### src/rtl/regfile_seq.sv
// Multi-cycle sequencer for the 8x16 register file datapath: latches an instruction,
// then steps through read, compute and write-back. Optional trap: REGFILE_SEQ_ILLEGAL_TRAP_EN.
module regfile_seq (
    input  logic        clk,
    input  logic        reset,
    input  logic        s,
    input  logic        load,
    input  logic [15:0] in,
    output logic        w,
    output logic [2:0]  readnum,
    output logic [2:0]  writenum,
    output logic        write,
    output logic        loada,
    output logic        loadb,
    output logic        loadc,
    output logic        loads,
    output logic        asel,
    output logic        bsel,
    output logic        vsel,
    output logic [1:0]  shift,
    output logic [1:0]  ALUop,
    output logic [15:0] sximm8
`ifdef REGFILE_SEQ_ILLEGAL_TRAP_EN
    ,
    output logic        illegal
`endif
);

    typedef enum logic [3:0] {
        S_WAIT,
        S_DECODE,
        S_GET_A,
        S_GET_B,
        S_COMPUTE,
        S_COMPUTE_S,
        S_WRITE_REG,
        S_WRITE_IMM
`ifdef REGFILE_SEQ_ILLEGAL_TRAP_EN
        ,
        S_HALT
`endif
    } state_t;

    typedef struct packed {
        logic       w;
        logic [2:0] readnum;
        logic [2:0] writenum;
        logic       write;
        logic       loada;
        logic       loadb;
        logic       loadc;
        logic       loads;
        logic       asel;
        logic       vsel;
        logic [1:0] shift;
        logic [1:0] alu_op;
`ifdef REGFILE_SEQ_ILLEGAL_TRAP_EN
        logic       illegal;
`endif
    } ctrl_t;

    state_t      state_q, state_d;
    logic [15:0] ir_q, ir_d;
    ctrl_t       ctrl_q, ctrl_d, ctrl_rst;

    logic [2:0] opcode, rn, rd, rm;
    logic [1:0] op, sh;
    logic       is_mov_imm, is_mov_reg, is_alu, is_cmp, is_mvn;

    assign opcode = ir_q[15:13];
    assign op     = ir_q[12:11];
    assign rn     = ir_q[10:8];
    assign rd     = ir_q[7:5];
    assign sh     = ir_q[4:3];
    assign rm     = ir_q[2:0];

    assign is_mov_imm = (opcode == 3'b110) && (op == 2'b10);
    assign is_mov_reg = (opcode == 3'b110) && (op == 2'b00);
    assign is_alu     = (opcode == 3'b101);
    assign is_cmp     = is_alu && (op == 2'b01);
    assign is_mvn     = is_alu && (op == 2'b11);

    // IR only moves while idle, so fields stay stable for a whole instruction.
    assign ir_d = ((state_q == S_WAIT) && load) ? in : ir_q;

    always_comb begin
        state_d = state_q;
        case (state_q)
            S_WAIT:      if (s) state_d = S_DECODE;
            S_DECODE: begin
                if (is_mov_imm)                state_d = S_WRITE_IMM;
                else if (is_mov_reg || is_mvn) state_d = S_GET_B;
                else if (is_alu)               state_d = S_GET_A;
                else
`ifdef REGFILE_SEQ_ILLEGAL_TRAP_EN
                                               state_d = S_HALT;
`else
                                               state_d = S_WAIT;
`endif
            end
            S_GET_A:     state_d = S_GET_B;
            S_GET_B:     state_d = is_cmp ? S_COMPUTE_S : S_COMPUTE;
            S_COMPUTE:   state_d = S_WRITE_REG;
`ifdef REGFILE_SEQ_ILLEGAL_TRAP_EN
            S_HALT:      state_d = S_HALT;
`endif
            default:     state_d = S_WAIT;
        endcase
    end

    // Outputs are a function of the next state; IR fields are already stable when
    // they matter, since DECODE drives nothing.
    always_comb begin
        ctrl_d = '0;
        case (state_d)
            S_WAIT:      ctrl_d.w = 1'b1;
            S_GET_A: begin
                ctrl_d.readnum = rn;
                ctrl_d.loada   = 1'b1;
            end
            S_GET_B: begin
                ctrl_d.readnum = rm;
                ctrl_d.loadb   = 1'b1;
                ctrl_d.shift   = sh;
            end
            S_COMPUTE: begin
                ctrl_d.loadc  = 1'b1;
                ctrl_d.shift  = sh;
                ctrl_d.alu_op = is_alu ? op : 2'b00;
                ctrl_d.asel   = is_mov_reg;
            end
            S_COMPUTE_S: begin
                ctrl_d.loadc  = 1'b1;
                ctrl_d.loads  = 1'b1;
                ctrl_d.shift  = sh;
                ctrl_d.alu_op = 2'b01;
            end
            S_WRITE_REG: begin
                ctrl_d.writenum = rd;
                ctrl_d.write    = 1'b1;
            end
            S_WRITE_IMM: begin
                ctrl_d.writenum = rn;
                ctrl_d.write    = 1'b1;
                ctrl_d.vsel     = 1'b1;
            end
`ifdef REGFILE_SEQ_ILLEGAL_TRAP_EN
            S_HALT:      ctrl_d.illegal = 1'b1;
`endif
            default:     ;
        endcase
    end

    always_comb begin
        ctrl_rst   = '0;
        ctrl_rst.w = 1'b1;
    end

    always_ff @(posedge clk) begin
        if (reset) begin
            state_q <= S_WAIT;
            ir_q    <= '0;
            ctrl_q  <= ctrl_rst;
        end else begin
            state_q <= state_d;
            ir_q    <= ir_d;
            ctrl_q  <= ctrl_d;
        end
    end

    assign w        = ctrl_q.w;
    assign readnum  = ctrl_q.readnum;
    assign writenum = ctrl_q.writenum;
    // A reset sampled at the write-back edge must keep the register file from writing.
    assign write    = ctrl_q.write & ~reset;
    assign loada    = ctrl_q.loada;
    assign loadb    = ctrl_q.loadb;
    assign loadc    = ctrl_q.loadc;
    assign loads    = ctrl_q.loads;
    assign asel     = ctrl_q.asel;
    assign bsel     = 1'b0;
    assign vsel     = ctrl_q.vsel;
    assign shift    = ctrl_q.shift;
    assign ALUop    = ctrl_q.alu_op;
    assign sximm8   = {{8{ir_q[7]}}, ir_q[7:0]};
`ifdef REGFILE_SEQ_ILLEGAL_TRAP_EN
    assign illegal  = ctrl_q.illegal;
`endif

endmodule

### config.mk
export PLATFORM = sky130hd
export DESIGN_NAME = regfile_seq
export DESIGN_NICKNAME = d
export VERILOG_FILES = /design/src/rtl/regfile_seq.sv
export SDC_FILE = /design/constraint.sdc
export NUM_CORES = 1
export LEC_CHECK = 0
export ABC_AREA = 0
export ABC_CLOCK_PERIOD_IN_PS = 3750
export BUFFER_PORTS_ARGS = -buffer_cell sky130_fd_sc_hd__buf_2
export CAP_MARGIN = 40
export CORE_UTILIZATION = 50
export CTS_CLUSTER_DIAMETER = 80
export DETAILED_ROUTE_END_ITERATION = 12
export PLACE_DENSITY = 0.79
export SLEW_MARGIN = 20
export SYNTH_ARGS = -nofsm -noshare
export SYNTH_HDL_FRONTEND = slang
export SYNTH_SLANG_ARGS = --single-unit
### constraint.sdc
create_clock -name clk -period 3.75 [get_ports clk]
set_input_delay 0.375 -clock clk [delete_from_list [all_inputs] [get_ports clk]]
set_output_delay 0.375 -clock clk [all_outputs]
set_load 0.02 [all_outputs]
Word-level counts from Yosys, hierarchy flattened
Index checks and enable logic that the tools add are counted.

Register bits after elaboration: 38. Input port bits: 20. Output and inout bits: 35. Logic and storage cells: 62.

Eq/ne operators: 15. Muxes and demuxes: 16. Bitwise logic cells: 4. Reductions and logical operators: 13.

Operator list (number): $eq 4x3->1 const B (5); $pmux 4 s5 (1); $eq 4x2->1 const B (4); $logic_not 4->1 (2); $pmux 4 s2 (1); $mux 1 (7); $eq 3x3->1 const B (2); $mux 2 (3); $pmux 3 s2 (1); $reduce_or 2->1 (3); $logic_and 1x1->1 (5); $eq 2x2->1 const B (2); $eq 4x1->1 const B (1); $mux 4 (1); $pmux 2 s2 (1); $mux 3 (1); $not 1->1 (3); $reduce_or 3->1 (1); $eq 2x1->1 const B (1); $logic_not 2->1 (1); $and 1x1->1 (1); $logic_or 1x1->1 (1).

Depth between registers and ports, before layout
Word-level depth: 10. Gate-level depth with buffers: 7. Mapped depth without buffers: 4.

Worst setup path before layout
OpenSTA, ideal clock, no wires.

Kind: reg-to-reg. Start: reg state_q[2]. End: reg ctrl_q, in the netlist ALUop[1]. Setup time: 0.092 ns. Arrival: 1.691 ns. Required time: 3.658 ns. Path slack: 1.967 ns. Cell stages (with the launch flop): 7. Buffers on the path: 2. Clock period less this slack: 1.783 ns. Path through: dfxtp_1 buf_6 nand3b_4 or3_1 buf_6 a2111o_1 nor4_1.

Cells in the longest elaborated chain, start to end: 4. Elaborated cells between the ends (all ways): 10. Classes of those cells: 6 x eq/ne; 3 x mux; 1 x reduce/logical.

RTL lines: start, declared (line 62) `state_t state_q, state_d;`; start signal, assigned (line 165) `state_q <= state_d;`; $eq 4x3->1 (tied with other cells) (line 88) `case (state_q)`; $pmux 4 s5 (*) (line 88); $eq 4x3->1 (line 115) `case (state_d)`; $pmux 2 s2 (*) (line 115); end signal, assigned (line 163) `ctrl_q <= ctrl_rst;`; end signal, assigned (line 167) `ctrl_q <= ctrl_d;`; end, declared (line 64) `ctrl_t ctrl_q, ctrl_d, ctrl_rst;`.

Every way passes the cells marked *; elsewhere a longest branch is shown, timed or not. A chain may end at the register's enable or synchronous reset.

Final worst setup path
Start: reg state_q[0]. End: reg ctrl_q, in the netlist ALUop[1].

Same word-level chain as after synthesis.

==> flow_summary.yaml <==
timing:
  timing.final.crit_period_ns: 1.97
  rsz0062_at_grt: "no"
  drv_slew: 0
  fin_crit_sh_pct: 52.4
  hold_violations: 0
  fmax_mhz: 508
  finalSetupViolCount: 0
  relSlewSlack_pct: 65.6
  finalClockSkew_ns: 0.00737
  worstMarginPinSlew_ns: 0.515
  setup_tns_ns: 0
cts:
  cts_buffers: 5
  root_buffer: "clkbuf_4"
  clk_pin_slew_ns: 0.10
  htree_levels: 2
  insertion_delay_ns: 0.34
  cts.path.max_buffers: 2
  cts_tree: "done"
  ctsResizeCount: 0
  postCtsSetupBuffers: 0
  cts_hold_buf: 0
  cts_sinks: 38
yosys:
  synth_edf_count: 0
  yosysTopAreaCell: "dfxtp_1"
  netlist-cell-type-count: 41
  synthArstFlopShare_pct: 0
  yosysWarnings: 0
  ys_ff_latch: 38
  yosys.area_share.simple_pct: 24.3
  synth_seq_area_share_pct: 44.7
  yosys_most_used_dff: "dfxtp_1"
  netlist_area_sq_um: 1700
  synthTopCellsByArea: "dfxtp_1 45%, buf_4 12%, nand2_1 8.4%, a21oi_1 5.3%, nor2_1 2.4%"
  netlist.area_leader.share_pct: 44.7
  avgSynthCellArea_sq_um: 8.56
  synth_fa_ha_area_share_pct: 0
  syn_inst: 199
  synth-compound-area-share_pct: 13.2
  synth_xor_xnor_area_share_pct: 0.514
  synth_top_family_by_area: "simple AND/OR/NAND/NOR gates"
  muxShareOfSynthArea_pct: 0
critical_path:
  cp.depth: 4
  slowest_delay_ns: 0.51
  path_cells: "nand3b_4, or3_1, a2111o_1, nor4_1"
  crit_type: "register to register"
  ff2ff_path_depth: 4
  worstReg2RegEnd: "ALUop[1]"
  crit-reg2reg-launch: "state_q[0]"
  cp-startpoint: "state_q[0]"
  critPathSlowestCell: "dfxtp_1"
  crit_buf_inv: 0
  required_ns: 4.00
  critPathCapture: "ALUop[1]"
  rrSetupSlack_ns: 1.78
  arrival_ns: 2.22
  worst_setup_path_end_kind: "register"
  path_delay_family: "simple AND/OR/NAND/NOR gates"
  start_kind: "register"
  cp_max_fo: 9
detailed_routing:
  drt_iter0_drc: 30
  via_per_inst: 4.89
  wire_per_inst_microns: 11.6
  first_pass_iters: 4
  ant_nets: 0
  vias: 1306
  post-route-drc-count: 0
  wl_mm: 3.09
floorplanning:
  fp-row-count: 20
  die_area_sq_um: 3640
  die_h_microns: 60.4
  initial_utilization_pct: 54.0
  dieWidth_microns: 60.4
  coreArea_sq_um: 3150
  ios: 55
global_routing:
  gr-usage-all-layers_pct: 19.0
  grt_pass1_wl_mm: 4.94
  grt_overflow: 0
  grt_pass1_vias: 1098
  antenna_found_initial: 0
  grt_max_degree: 30
power_and_ir_drop:
  swShare_pct: 25.5
  p_comb_share_pct: 9.1
  p_sw_mw: 0.173
  cellPowerDensity_nw_per_um2: 374
  pwr-share-seq_pct: 62.7
  p_leak_nw: 0.824
  p_int_mw: 0.504
  finalPower_mw: 0.677
  ir_worst_vdd_mv: 0.252
  p_clk_share_pct: 28.2
place:
  port_buffers: 53
  placed_area_sq_um: 1760
  gp_congestion: 0.895
  dp_hpwl_mm: 2.28
finish:
  finalInstanceArea_sq_um: 1810
  antenna_cells: 0
  fin_nets: 243
  nFillCells: 336
  area_delta_synth_final_pct: 6.10
  layout-drive-gt1-share_pct: 30.5
status:
  status: "completed"
min_path:
  hp-class: "input pin to register"
run:
  maxCapViolCount: 0
## per-stage QoR
step / setup slack, ns / cells / hold WS [ns] / util [%]
CTS: 1.78 / 267 / 0.247 / 57.3
detailed placement: 1.81 / 260 / 0.466 / 55.8
global route: 1.66 / 267 / 0.247 / 57.3
finish: 1.78 / 267 / 0.257 / 57.3
floorplan: 1.97 / 200 / 0.423 / -
global placement: 1.87 / 260 / 0.465 / 55.8
## synth_stat cells, types with 2 or more instances
master	number
or2_2	2
buf_6	3
nor2_1	11
nand4b_1	2
nor3b_1	2
buf_4	28
clkbuf_1	5
nor3_1	6
o32ai_1	3
a22oi_1	3
nand3_1	3
dfxtp_1	38
and2_1	3
a21oi_1	18
nor4_1	3
o21bai_1	2
inv_1	6
nand2_1	38
## worst min-delay path by stage
stage | slack (ns) | from | cells past startpoint | end
6_report | 0.26 | in[7] | 3 | ir_q[7]
5_1_grt | 0.25 | in[9] | 3 | ir_q[9]
4_1_cts | 0.25 | in[7] | 3 | ir_q[7]
2_1_floorplan | 0.42 | ir_q[3] | 2 | shift[0]
3_5_place_dp | 0.47 | ir_q[6] | 2 | ir_q[6]
3_3_place_gp | 0.46 | ir_q[6] | 2 | ir_q[6]
## sequential cells by signal, indices dropped and copies added (netlist names), 2 cells and up
| signal | count |
|---|---|
| ir_q | 16 |
| state_q | 4 |
| readnum | 3 |
| shift | 2 |
| ALUop | 2 |
| writenum | 3 |
## cell families after synthesis
family | Yosys count
flops | 38
compound gates | 35
buf+inv | 43
other cells | 1
simple gates | 81
xor+xnor | 1
## power groups by stage
stage | clock network, mW | logic, mW | registers (mW)
after floorplan | 0 | 0.0533 | 0.430
after global placement | 0 | 0.0611 | 0.433
after detailed placement | 0 | 0.0616 | 0.433
after CTS | 0.197 | 0.0616 | 0.424
after global routing | 0.219 | 0.0686 | 0.426
final | 0.191 | 0.0615 | 0.424
## cells in the final DEF (no fill, tap or decap), drive strengths merged, types with 2 or more instances in the layout
cell,netlist,routed
o21bai,2,2
and2,3,3
nor3b,2,2
a21oi,18,18
nand4b,2,2
nand2,38,38
and3b,2,2
a22oi,3,3
nor3,6,6
nor2,11,11
inv,6,6
or2,2,2
clkinv,0,2
nor4,3,3
or3,2,2
dfxtp,38,38
nand3,3,3
conb,1,2
clkbuf,5,5
buf,32,53
o32ai,3,3
## per-layer routing
metal,GRT usage [%],share of wire (%)
met5,0,0
met4,12.3,2.8
met3,6.18,4.9
met2,26.7,45
met1,24.9,48
## final cells by class
cell class | count | area, sq um | area share [%]
clock buffer | 5 | 37.5 | 2.08
clock inverter | 2 | 10.0 | 0.554
timing repair buffer | 53 | 265 | 14.7
sequential | 38 | 761 | 42.1
tap | 44 | 55.1 | 3.05
multi-input combinational | 119 | 656 | 36.3
inverter | 6 | 22.5 | 1.25
## worst register-to-register path, cell delays in order, from the launching register on
cell	delay, ns
dfxtp_1	0.51
nand3b_4	0.13
or3_1	0.48
a2111o_1	0.48
nor4_1	0.28
No activity file was read; power rests on OpenSTA's default activity.
